## src/rtl/mdu_seq_pkg.sv

```systemverilog
// mdu_seq_pkg: shared op and state encodings for the sequential multiply/divide unit
package mdu_seq_pkg;
    localparam logic [1:0] OP_MULTU = 2'b00;
    localparam logic [1:0] OP_DIVU  = 2'b01;
    typedef enum logic [1:0] {IDLE = 2'd0, MUL = 2'd1, DIV = 2'd2, DONE = 2'd3} state_t;
endpackage

```

## src/rtl/mdu_ctr.sv

```systemverilog
// mdu_ctr: iteration counter cleared on issue, counting while an op runs
// Ports: clk/rst (async, active-high), clr loads zero, en advances,
// tc flags the last iteration (count == wide-1).
module mdu_ctr #(
    parameter int wide = 32
) (
    input  logic clk,
    input  logic rst,
    input  logic clr,
    input  logic en,
    output logic tc
);
    localparam int CW = $clog2(wide) + 1;
    logic [CW-1:0] cnt_q;
    always_ff @(posedge clk or posedge rst) begin
        if (rst)
            cnt_q <= '0;
        else if (clr)
            cnt_q <= '0;
        else if (en)
            cnt_q <= cnt_q + CW'(1);
    end
    assign tc = cnt_q == CW'(wide - 1);
endmodule

```

## src/rtl/mdu_seq.sv

```systemverilog
// mdu_seq: iterative MULTU/DIVU unit, one bit per clock, producing HI/LO
// Ports: clk/rst (async, active-high); start/op/a/b issue an operation;
// busy while iterating; done pulses for one cycle when hi/lo load.
// MULTU: {hi,lo} = a*b.  DIVU: hi = a%b, lo = a/b; b==0 gives hi=a, lo=all ones.
module mdu_seq
    import mdu_seq_pkg::*;
#(
    parameter int wide = 32
) (
    input  logic            clk,
    input  logic            rst,
    input  logic            start,
    input  logic [1:0]      op,
    input  logic [wide-1:0] a,
    input  logic [wide-1:0] b,
    output logic            busy,
    output logic            done,
    output logic [wide-1:0] hi,
    output logic [wide-1:0] lo
);
    state_t            state_q;
    logic              busy_q, done_q;
    logic [wide-1:0]   hi_q, lo_q;
    // MUL: {partial, multiplier}; DIV: lower half is the dividend shifting into the quotient
    logic [2*wide-1:0] acc_q, acc_d;
    logic [wide-1:0]   rem_q, rem_d;
    // multiplicand for MUL, divisor for DIV
    logic [wide-1:0]   opd_q;
    logic [wide:0]     sum, sh, trial;
    logic              accept, running, tc;

    assign accept  = start && (state_q == IDLE || state_q == DONE) && (op == OP_MULTU || op == OP_DIVU);
    assign running = state_q == MUL || state_q == DIV;

    mdu_ctr #(.wide(wide)) u_ctr (
        .clk(clk),
        .rst(rst),
        .clr(accept),
        .en (running),
        .tc (tc)
    );

    always_comb begin
        sum   = {1'b0, acc_q[2*wide-1:wide]} + {1'b0, (acc_q[0] ? opd_q : '0)};
        sh    = {rem_q, acc_q[wide-1]};
        trial = sh - {1'b0, opd_q};
        // sh < 2*divisor, so a non-negative trial always fits in wide bits
        rem_d = trial[wide] ? sh[wide-1:0] : trial[wide-1:0];
        acc_d = state_q == MUL ? {sum, acc_q[wide-1:1]}
                               : {acc_q[2*wide-1:wide], acc_q[wide-2:0], ~trial[wide]};
    end

    always_ff @(posedge clk or posedge rst) begin
        if (rst) begin
            state_q <= IDLE;
            busy_q  <= 1'b0;
            done_q  <= 1'b0;
            hi_q    <= '0;
            lo_q    <= '0;
            acc_q   <= '0;
            rem_q   <= '0;
            opd_q   <= '0;
        end else if (accept) begin
            acc_q   <= {{wide{1'b0}}, (op == OP_MULTU ? b : a)};
            opd_q   <= op == OP_MULTU ? a : b;
            rem_q   <= '0;
            state_q <= op == OP_MULTU ? MUL : DIV;
            busy_q  <= 1'b1;
            done_q  <= 1'b0;
        end else if (state_q == DIV && opd_q == '0) begin
            // divide by zero resolves after a single busy cycle
            hi_q    <= acc_q[wide-1:0];
            lo_q    <= '1;
            state_q <= DONE;
            busy_q  <= 1'b0;
            done_q  <= 1'b1;
        end else if (running) begin
            acc_q <= acc_d;
            rem_q <= rem_d;
            if (tc) begin
                hi_q    <= state_q == MUL ? acc_d[2*wide-1:wide] : rem_d;
                lo_q    <= acc_d[wide-1:0];
                state_q <= DONE;
                busy_q  <= 1'b0;
                done_q  <= 1'b1;
            end
        end else if (state_q == DONE) begin
            state_q <= IDLE;
            done_q  <= 1'b0;
        end
    end

    assign busy = busy_q;
    assign done = done_q;
    assign hi   = hi_q;
    assign lo   = lo_q;
endmodule
```

## config.mk

```make
export PLATFORM = sky130hd
export DESIGN_NAME = mdu_seq
export DESIGN_NICKNAME = d
export VERILOG_FILES = /design/src/rtl/mdu_seq_pkg.sv /design/src/rtl/mdu_ctr.sv /design/src/rtl/mdu_seq.sv
export SDC_FILE = /design/constraint.sdc
export NUM_CORES = 1
export LEC_CHECK = 0
export ABC_AREA = 0
export CORE_ASPECT_RATIO = 0.8
export CORE_MARGIN = 2
export CORE_UTILIZATION = 35
export DETAILED_ROUTE_END_ITERATION = 7
export PLACE_DENSITY = 0.53
export SETUP_SLACK_MARGIN = 0.2
export SLEW_MARGIN = 30
export SYNTH_ARGS = -nofsm -noshare
export SYNTH_HDL_FRONTEND = slang
export SYNTH_HIERARCHICAL = 1
export SYNTH_SLANG_ARGS = --single-unit
```

## constraint.sdc

```tcl
create_clock -name clk -period 6.4 [get_ports clk]
set_input_delay 0.64 -clock clk [delete_from_list [all_inputs] [get_ports clk]]
set_output_delay 0.64 -clock clk [all_outputs]
set_load 0.01 [all_outputs]
```

==> results.ini <==
[status]
status = finished, final reports clean

[pwr]
p_int_mw = 4.25
pwr-share-seq_pct = 26.7
p_sw_share_pct = 47.5
power_density_nw_per_um2 = 508
ir_worst_vdd_mv = 0.223
report.power.total_mw = 8.09
switching_power_mw = 3.84
power_frac_clock_pct = 17.2
p_comb_share_pct = 56.1
cellLeakagePower_nw = 7.09

[placement]
io_buffers = 134
placed_area_um2 = 15100
gp_congestion = 0.908
dp.final_hpwl_um = 32200

[yosys]
synth.distinct_cells = 72
synth-seq-area-share_pct = 37.8
yosys_most_used_dff = dfrtp_1
syn_nets = 1662
syn_area_um2 = 13400
synth-seq-cells = 202
avgSynthCellArea_um2 = 8.79
synth_warnings = 6
netlist_instances = 1523
async_flop_share_pct = 100
synth_edf_count = 0

[critical_path]
worstReg2RegStart = acc_q[31]
startpoint_type = flip-flop
critPathRequiredTime_ps = 6810
r2r_end = hi[5]
cpPeakStageDelay_ps = 630
path_max_fanout = 20
r2r_slack_ps = 1930
worstRegToRegCells = 14
crit_chain = inv_1 -> ha_1 -> fa_1 -> nor2b_1 -> o31ai_2 -> a211oi_2 -> o2111ai_1 -> a31oi_1 -> o21ai_1 -> xor2_4 -> buf_4 -> mux2i_1 -> o21ai_1 -> nor3b_1
critical_path_class = reg2reg
cp_slowest_cell = xor2_4
arrival_ps = 4890
endpoint_kind = flip-flop
path_buf_inv = 2
critical_path.top_delay_family = compound AO/OA/AOI/OAI gates
crit_top_cell = o21ai_1

[floorplanning]
dieArea_um2 = 39800
io_pins = 135
die_w_um = 223
floorplan.initialDensity_pct = 35.3
num_rows = 64
core_um2 = 38000
die_y_um = 179

[timing]
setup_tns_ps = 0
max_slew.worst_pin.slew_ps = 935
setup_violations = 0
rsz0062_at_grt = no
clock.fmax_mhz = 224
hold_viol = 0
relSlewSlack_pct = 37.6
slew_viol_final = 0
skew_ps = 16.9
whs_ps = 503
fin_crit_sh_pct = 69.9
final.min_clock_period_ps = 4470

[clocking]
post-cts-setup-buffers = 0
insertion_delay_ps = 550
path_clk_slew_ps = 70
cts_buffers = 23
cts.htree.levels = 1
cts_hold_buffers = 0
cts_tree = built
ctsRootBufferMaster = clkbuf_16
cts.path.max_buffers = 3
cts-resized-gates = 0
cts_sinks = 202

[min_path]
min_to = acc_q[62]
hold_path_class = reg2reg
hold_path_startpoint = acc_q[62]
min_path_cells = 2

[global_route]
antenna_found_initial = 2
overflow = 0
grt_use_total_pct = 22.8
grt_max_degree = 106
grt_pass1_vias = 11700
grt_pass1_wl_um = 70100

[finish]
nNetsFinal = 1740
drive_above_1_share_pct = 5.32
fillers = 3839
syn2layout_area_growth_pct = 18.9
final_area_um2 = 15900

[drt]
drtIter0Drc = 1092
dr.pass1.iters = 6
via_count = 11700
drcViolationCount = 0
vias_per_cell = 5.52
wl_per_cell_um = 21.3
ant_nets = 0
routed_wirelength_um = 45000

[job]
cap_violations = 0

==> worst max path at each step <==
| stage | start | endpoint | slack, ps | cells after the start |
|---|---|---|---|---|
| 2_1_floorplan | rst | acc_q[0] | 420 | 1 |
| 4_1_cts | acc_q[31] | hi[5] | 1890 | 14 |
| 5_1_grt | acc_q[31] | hi[5] | 1610 | 14 |
| 6_report | acc_q[31] | hi[5] | 1930 | 14 |
| 3_5_place_dp | acc_q[31] | hi[5] | 1920 | 14 |
| 3_3_place_gp | acc_q[31] | hi[5] | 1970 | 14 |
==> cell type report <==
| class | instances | area (µm²) | share of cell area (%) |
|---|---|---|---|
| multi-input combinational | 1165 | 7770 | 48.8 |
| tap | 495 | 619 | 3.89 |
| timing repair buffer | 152 | 1480 | 9.28 |
| inverter | 57 | 221 | 1.39 |
| clock buffer | 33 | 663 | 4.17 |
| sequential | 202 | 5050 | 31.8 |
| antenna | 1 | 2.50 | 0.0157 |
| clock inverter | 9 | 106 | 0.668 |
==> worst min-delay path, cell delays in order, from the launching register on <==
cell,delay (ps)
dfrtp_1,350
nand2_1,50
o21ai_1,70
==> stage by stage <==
step | util [%] | cells | setup slack (ps)
CTS | 41.9 | 2113 | 1890
global route | 41.9 | 2113 | 1610
floorplan | - | 1523 | 419
detailed placement | 39.9 | 2071 | 1920
finish | 41.9 | 2114 | 1930
global placement | 39.9 | 2071 | 1970
==> layout by cell type (no fill, tap or decap), types with 5 or more instances in the layout <==
cell,instances
o21a_1,17
inv_1,55
mux2i_1,125
xor2_1,20
and2_1,39
clkbuf_16,23
o21ai_1,69
clkbuf_8,5
o211ai_1,38
dfrtp_1,202
ha_1,67
nand4_1,7
nand3_1,67
a31oi_1,39
a21o_1,38
nand2_1,129
or3_1,13
o21bai_1,11
nor2b_1,8
nor4_1,8
a221oi_1,5
a21oi_1,72
nor2_1,110
o21ai_0,99
xnor2_1,37
a211oi_1,8
clkdlybuf4s50_1,133
nand2b_1,11
and3_1,6
buf_4,18
nor3b_1,6
nor3_1,41
clkbuf_1,5
==> sequential cells by signal (all words and copies together), names as in the netlist <==
register	flops
acc_q	64
busy	1
done	1
hi	32
lo	32
opd_q	32
rem_q	32
state_q	2
u_ctr/cnt_q	6
==> per-layer routing <==
metal	share of wire [%]	track usage [%]
met5	0	0
met3	4.5	3.16
met4	3.2	7.19
met1	47	31.0
met2	45	37.6
==> Yosys cell counts, types with 40 or more instances <==
master | n | share of area [%]
clkbuf_1 | 78 | 2.2
mux2i_1 | 125 | 9.3
nand3_1 | 67 | 2.5
ha_1 | 68 | 6.4
o21ai_0 | 99 | 3.7
nor2_1 | 111 | 3.1
nor3_1 | 41 | 1.5
dfrtp_1 | 202 | 38
o21ai_1 | 69 | 2.6
nand2_1 | 131 | 3.7
a21oi_1 | 73 | 2.7
and2_1 | 40 | 1.9
inv_1 | 57 | 1.6
==> power by group through the flow <==
stage | Combinational (mW) | Sequential (mW) | Clock, mW
after floorplan | 3.41 | 1.95 | 0
final | 4.54 | 2.16 | 1.39
after detailed placement | 4.50 | 2.17 | 0
after global placement | 4.46 | 2.17 | 0
after global routing | 5.06 | 2.21 | 1.47
after CTS | 4.53 | 2.15 | 1.41
==> kinds of logic after synthesis <==
logic type	after synthesis	synth area share [%]
xor gates and xnor gates	58	3.80
adders and majority gates	70	6.66
muxes	131	9.85
and+or+nand+nor	462	16.3
buffers and inverters	156	4.58
DFF	202	37.8
AOI/OAI and AO/OA	444	21.1
(Power assumes the default switching activity.)
